`src/rtl/divider_seq.sv`:
```
// Sequential restoring divider: 2W-bit dividend / W-bit divisor, one quotient bit per clock.
// Optional macro DIVIDER_DZ_FAST_EN: a zero divisor skips the RUN steps (latency 1).
module divider_seq #(
   parameter int unsigned W = 4
) (
   input  logic           clk,
   input  logic           rst_n,
   input  logic           in_valid,
   output logic           in_ready,
   input  logic [2*W-1:0] x,
   input  logic [W-1:0]   d,
   output logic           out_valid,
   input  logic           out_ready,
   output logic [2*W-1:0] q,
   output logic [W-1:0]   r,
   output logic           dz
);

   localparam int unsigned Steps = 2 * W;
   localparam int unsigned CntW  = $clog2(Steps);
   localparam logic [CntW-1:0] LastStep = CntW'(Steps - 1);

   typedef enum logic [1:0] {StIdle, StRun, StDone} state_e;

   state_e         state_q, state_d;
   // x_q shifts dividend bits out of the top while quotient bits enter at the bottom.
   logic [2*W-1:0] x_q, x_d;
   logic [W-1:0]   d_q, d_d;
   logic [W-1:0]   pr_q, pr_d;
   logic [CntW-1:0] cnt_q, cnt_d;
   logic [2*W-1:0] q_q, q_d;
   logic [W-1:0]   r_q, r_d;
   logic           dz_q, dz_d;

   logic [W:0]     pr_shift;
   logic           take;
   logic [W-1:0]   pr_next;
   logic [2*W-1:0] quo_next;
   logic           dz_skip;

   // The remainder stays below d, so it fits W bits; only the shifted value needs W+1.
   assign pr_shift = {pr_q, x_q[2*W-1]};
   assign take     = (pr_shift >= {1'b0, d_q});
   assign pr_next  = take ? (pr_shift[W-1:0] - d_q) : pr_shift[W-1:0];
   assign quo_next = {x_q[2*W-2:0], take};

`ifdef DIVIDER_DZ_FAST_EN
   assign dz_skip = (d_q == '0);
`else
   assign dz_skip = 1'b0;
`endif

   always_comb begin
      state_d = state_q;
      x_d     = x_q;
      d_d     = d_q;
      pr_d    = pr_q;
      cnt_d   = cnt_q;
      q_d     = q_q;
      r_d     = r_q;
      dz_d    = dz_q;
      case (state_q)
         StIdle: begin
            if (in_valid) begin
               x_d     = x;
               d_d     = d;
               pr_d    = '0;
               cnt_d   = '0;
               state_d = StRun;
            end
         end
         StRun: begin
            if (dz_skip) begin
               q_d     = '1;
               r_d     = '0;
               dz_d    = 1'b1;
               state_d = StDone;
            end else begin
               x_d   = quo_next;
               pr_d  = pr_next;
               cnt_d = cnt_q + 1'b1;
               if (cnt_q == LastStep) begin
                  state_d = StDone;
                  if (d_q == '0) begin
                     q_d  = '1;
                     r_d  = '0;
                     dz_d = 1'b1;
                  end else begin
                     q_d  = quo_next;
                     r_d  = pr_next;
                     dz_d = 1'b0;
                  end
               end
            end
         end
         StDone: begin
            if (out_ready) begin
               state_d = StIdle;
            end
         end
         default: state_d = StIdle;
      endcase
   end

   always_ff @(posedge clk or negedge rst_n) begin
      if (!rst_n) begin
         state_q <= StIdle;
         x_q     <= '0;
         d_q     <= '0;
         pr_q    <= '0;
         cnt_q   <= '0;
         q_q     <= '0;
         r_q     <= '0;
         dz_q    <= 1'b0;
      end else begin
         state_q <= state_d;
         x_q     <= x_d;
         d_q     <= d_d;
         pr_q    <= pr_d;
         cnt_q   <= cnt_d;
         q_q     <= q_d;
         r_q     <= r_d;
         dz_q    <= dz_d;
      end
   end

   assign in_ready  = (state_q == StIdle);
   assign out_valid = (state_q == StDone);
   assign q         = q_q;
   assign r         = r_q;
   assign dz        = dz_q;

endmodule

```
`config.mk`:
```
export PLATFORM = sky130hd
export DESIGN_NAME = divider_seq
export DESIGN_NICKNAME = d
export VERILOG_FILES = /design/src/rtl/divider_seq.sv
export SDC_FILE = /design/constraint.sdc
export NUM_CORES = 1
export LEC_CHECK = 0
export CAP_MARGIN = 20
export CORE_MARGIN = 4
export CORE_UTILIZATION = 35
export DETAILED_ROUTE_END_ITERATION = 16
export GPL_TIMING_DRIVEN = 0
export PLACE_DENSITY = 0.63
export SETUP_SLACK_MARGIN = 0.02
export SLEW_MARGIN = 20
export SYNTH_ARGS = -nofsm -noshare
export SYNTH_HDL_FRONTEND = slang
export SYNTH_SLANG_ARGS = --single-unit
export TNS_END_PERCENT = 30
```
`constraint.sdc`:
```
create_clock -name clk -period 1.6 [get_ports clk]
set_input_delay 0.32 -clock clk [delete_from_list [all_inputs] [get_ports clk]]
set_output_delay 0.32 -clock clk [all_outputs]
set_load 0.005 [all_outputs]
```
Word-level counts from Yosys, hierarchy flattened
Index checks and enable logic that the tools add are counted.
{ "classes": {"addsub": 2, "n_mul": 0, "n_div": 0, "order_cmp": 1, "eq_ne": 6, "shifts": 0, "muxes": 14, "n_bitwise": 0, "n_reduce_logical": 7} }
{ "ops": {"columns": ["operator", "n"], "rows": [
  ["$mux W8", 2],
  ["$pmux W8 S2", 1],
  ["$mux W4", 3],
  ["$pmux W4 S2", 1],
  ["$mux W2", 3],
  ["$pmux W2 S3", 1],
  ["$pmux W3 S2", 1],
  ["$reduce_and A2 Y1", 3],
  ["$ge A5 B4 Y1", 1],
  ["$logic_not A4 Y1", 1],
  ["$ne A2 B2 Y1 const B", 2],
  ["$sub A4 B4 Y4", 1],
  ["$add A3 B1 Y3 const B", 1],
  ["$eq A3 B3 Y1 const B", 1],
  ["$mux W3", 1],
  ["$reduce_and A3 Y1", 1],
  ["$eq A2 B1 Y1 const B", 1],
  ["$eq A2 B2 Y1 const B", 1],
  ["$logic_not A2 Y1", 1],
  ["$ne A2 B1 Y1 const B", 1],
  ["$reduce_bool A2 Y1", 1],
  ["$mux W1", 1]
]} }
{ "word_totals": {"ff_bits": 34, "latchBits": 0, "ram_bits": 0, "rom_bits": 0, "inputBits": 16, "output_inout_bits": 15, "word_cells": 38, "memories": 0} }

Depth between registers and ports, before layout
{ "depth": {"word_depth": 3, "depth_mapped": 7, "depth_no_buf": 7} }

Worst setup path after synthesis
No wires, ideal clock.
{ "synth_path": {"path_type": "register to register", "start": "register d_q[2]", "end": "register pr_q[0]", "setup_ns": 0.080, "t_arrival_ns": 1.636, "required_time_ns": 1.520, "setup_slack_ns": -0.116, "stages_incl_launch_ff": 8, "period_less_slack_ns": 1.716, "cell_sequence": "dfrtp_1 inv_1 ha_1 a21oi_2 o21ai_2 a21oi_4 mux2_4 o22ai_2"} }
{ "synth_via": {"elab_chain_cells": 3} }
{ "synth_lines": {"columns": ["element", "line", "text"], "rows": [
  ["from (decl)", "28", "logic [W-1:0] d_q, d_d;"],
  ["from (signal assigned)", "109", "d_q <= '0;"],
  ["from (signal assigned)", "118", "d_q <= d_d;"],
  ["$ge A5 B4 Y1", "43", "assign take = (pr_shift >= {1'b0, d_q});"],
  ["$mux W4", "44", "assign pr_next = take ? (pr_shift[W-1:0] - d_q) : pr_shift[W-1:0];"],
  ["$pmux W4 S2", "62", "case (state_q)"],
  ["to (signal assigned)", "119", "pr_q <= pr_d;"],
  ["to (decl)", "29", "logic [W-1:0] pr_q, pr_d;"]
]} }
Every way passes these cells.
A chain may end at the register's enable or synchronous reset.

Worst setup path after layout
{ "layout_path": {"start": "register pr_q[1]", "end": "register r_q[3], in the netlist r[3]"} }
{ "layout_via": {"elab_chain_cells": 3, "word_cells_on_any_way": 4, "cone_classes": "add/sub (1); order compare (1); mux (2)"} }
{ "layout_lines": {"columns": ["element", "line", "text"], "rows": [
  ["$sub A4 B4 Y4 or $ge A5 B4 Y1 (tied branches)", "44, 43", null],
  ["$mux W4 (*)", "44", null],
  ["$mux W4 (*)", "84", "if (d_q == '0) begin"],
  ["to (signal assigned)", "122", "r_q <= r_d;"],
  ["to (decl)", "32", "logic [W-1:0] r_q, r_d;"]
]} }
Every way passes the cells marked *; elsewhere a longest branch is shown, timed or not.

==> impl_metrics.tcl <==
set metrics [dict create \
    status "finished with violations" \
    violations "setup timing" \
    worstPathRequired_ns 1.82 \
    r2r_start "pr_q[1]" \
    fp.dieH_um 76.15 \
    postSynthCellCount 149 \
    drive_gt1_share_pct 25.38 \
    rsz0062_at_grt "true" \
    cts.sinks 34 \
    vdd_drop_max_mv 0.8767 \
    netlist-cell-type-count 37 \
    grt.total_usage_pct 13.68 \
    vias 1277 \
    critPathSlowestCell "dfrtp_2" \
    grt_antenna_before_repair 0 \
    grt_pass1_wl_mm 6.375 \
    yosys_warnings 0 \
    fp.coreArea_um2 4414 \
    syn-num-nets 172 \
    hold_violations 0 \
    drv_cap 0 \
    grt_pass1_vias 1315 \
    finalSetupViolCount 8 \
    io_buffers 30 \
    cts_tree "built" \
    gp_congestion 0.8156 \
    worst_hold_slack_ns 0.4843 \
    rows 24 \
    crit_chain "ha_4 -> nand2_2 -> o21ai_2 -> a21oi_4 -> buf_6 -> a221oi_4 -> a22o_1" \
    most-common-layout-cells "32 x dfrtp_1, 27 x clkdlybuf4s50_1, 25 x nand2_1, 15 x o21ai_0" \
    clockBufferDepth 2 \
    crit_arrival_ns 1.96 \
    drc 0 \
    fp.dieW_um 76.15 \
    start_util_pct 36.82 \
    worst_slew_pin_slew_ns 0.4831 \
    syn_to_final_growth_pct 40.49 \
    fin_crit_ns 1.735 \
    cts_htree_levels 2 \
    r2r_end "r[3]" \
    layout_commonest_cell "dfrtp_1" \
    total_leakage_power_uw 0.001013 \
    dpl.cell_count 232 \
    worstSetupPathType "flop to flop" \
    ctsRootBufferMaster "clkbuf_8" \
    final_nets 219 \
    hold_path.class "primary input to asynchronous set/reset pin" \
    drt_iter0_drc 44 \
    vias_per_cell 5.129 \
    wl_per_cell_um 15.16 \
    r2r_cells 7 \
    die_area_um2 5798 \
    cts-buffers-inserted 5 \
    syn_area_um2 1625 \
    clock_latency_ns 0.29 \
    dp_hpwl_mm 2.691 \
    clock.fmax_ghz 0.5765 \
    drv_slew 0 \
    powerDensity_nw_per_um2 2292 \
    finalCritPeriodShare_pct 108.4 \
    grt_overflow 0 \
    skew_ns 0.01015 \
    ant_nets 0 \
    critPathLaunchType "flop" \
    instances_no_fill 249 \
    r2r_setup_slack_ns -0.13 \
    num_antenna_cells 0 \
    synth.avg_cell_area_um2 10.91 \
    routed_wl_mm 3.775 \
    grt_max_degree 22 \
    crit_end "r[3]" \
    clkTransAtPathRegs_ns 0.07 \
    end_kind "flop" \
    slew_headroom_pct 67.79 \
    critPathMaxFanout 5 \
    cpPeakStageDelay_ns 0.43 \
    ios 31 \
    setup.worst_path.start "pr_q[1]" \
    drt-pass1-iter-count 4 \
    synth-seq-cells 34 \
    setup_slack_ns -0.1347 \
    yosysSeqAreaShare_pct 52.35 \
]
[synthesized netlist by cell type]
| library cell | instances | area, um2 |
|---|---|---|
| o21ai_0 | 15 | 75.07 |
| inv_1 | 8 | 30.03 |
| clkbuf_8 | 1 | 13.76 |
| a21oi_4 | 1 | 16.27 |
| o22ai_1 | 2 | 12.51 |
| o21ai_2 | 2 | 17.52 |
| a221oi_2 | 1 | 15.01 |
| o2bb2ai_1 | 1 | 8.760 |
| and2_1 | 3 | 18.77 |
| nand2b_1 | 2 | 12.51 |
| fa_1 | 1 | 20.02 |
| a22oi_1 | 1 | 7.510 |
| nor2b_1 | 1 | 6.260 |
| nand2_2 | 1 | 6.260 |
| buf_2 | 1 | 5.000 |
| mux2_4 | 1 | 15.01 |
| or4_4 | 1 | 11.26 |
| buf_4 | 2 | 15.01 |
| or2_1 | 1 | 6.260 |
| nor2b_2 | 1 | 8.760 |
| clkbuf_1 | 2 | 7.510 |
| dfrtp_1 | 34 | 850.8 |
| o21bai_1 | 1 | 7.510 |
| o22ai_2 | 1 | 12.51 |
| o21ai_1 | 3 | 15.01 |
| nand2_1 | 26 | 97.59 |
| ha_1 | 6 | 75.07 |
| buf_6 | 2 | 22.52 |
| a21oi_2 | 1 | 8.760 |
| o22a_1 | 7 | 61.31 |
| xor2_1 | 1 | 8.760 |
| a22o_1 | 1 | 8.760 |
| nand3b_1 | 1 | 7.510 |
| mux2_2 | 1 | 11.26 |
| a21oi_1 | 2 | 10.01 |
| nor2_1 | 5 | 18.77 |
| mux2i_1 | 8 | 80.08 |
[layer usage]
layer / up-vias / track usage (%) / share of wire [%]
met4: 0 / 5.769 / 1.5
met3: 5 / 3.428 / 5.5
met2: 39 / 22.60 / 50
li1: 605 / - / -
met1: 628 / 16.88 / 43
met5: - / 0 / 0
[critical path: cells and delay by family (launching register included)]
family / cells / cell delay (ns)
simple gates: 1 / 0.06
buf+inv: 1 / 0.14
fa+ha+maj: 1 / 0.30
flops: 1 / 0.43
compound gates: 4 / 0.73
[power breakdown]
part | switching (uW) | internal, uW | leakage [uW]
clock network | 330 | 346 | 0.0000472
logic | 1360 | 1630 | 0.000555
registers | 276 | 1290 | 0.000411
total | 1970 | 3260 | 0.00101
[cell families after synthesis]
family                   count (synthesis)  synth area share, %
XOR/XNOR                                 1               0.5390
adder cells (fa/ha/maj)                  7                5.851
AND/OR/NAND/NOR                         42                11.93
flip-flops                              34                52.35
buffers and inverters                   16                5.773
AO/OA/AOI/OAI                           39                17.01
multiplexers                            10                6.543
[stage by stage]
| step | cell area (um2) | utilization (%) | setup slack [ns] | total power, uW | TNS (ns) |
|---|---|---|---|---|---|
| floorplan | 1638 | - | -0.03001 | 3143 | -0.03001 |
| detailed placement | 2026 | 45.89 | -0.2231 | 3974 | -1.459 |
| CTS | 2245 | 50.85 | -0.1462 | 5138 | -1.090 |
| global placement | 2003 | 45.38 | -0.4603 | 3841 | -16.41 |
| global route | 2283 | 51.73 | -0.2245 | 5627 | -1.581 |
| finish | 2283 | 51.73 | -0.1347 | 5233 | -0.7370 |
[registers in the layout (all words and copies together) (netlist names)]
signal,flops
cnt_q,3
pr_q,4
q,8
r,4
dz,1
x_q,8
state_q,2
d_q,4
[cell type report]
cell class              instances  area (um2)
well taps                      52       65.06
fillers                       386        2131
flip-flops and latches         34       853.3
clock buffers                   6       82.58
repair buffers                 40       405.4
inverters                       8       30.03
clock inverters                 2       12.51
multi-input cells              99       763.2
plain buffers                   8       71.32
[how the worst min path moves through the flow]
stage,to,slack [ns],cells after the start
2_1_floorplan,cnt_q[0],0.02,0
3_3_place_gp,dz,0.46,2
3_5_place_dp,q[6],0.26,1
4_1_cts,q[6],0.49,2
5_1_grt,q[6],0.52,2
6_report,q[6],0.48,2
[timing repair]
item | CTS | global route
hold buffers | 1 | 0
resized for setup | 12 | 9
pin swaps | 6 | 6
cloned | 0 | 0
buffers inserted | 7 | 1
endpoints found under the setup margin | 10 | 19
hold endpoints to repair | 13 | 0
Power figures use the tool's default switching activity.
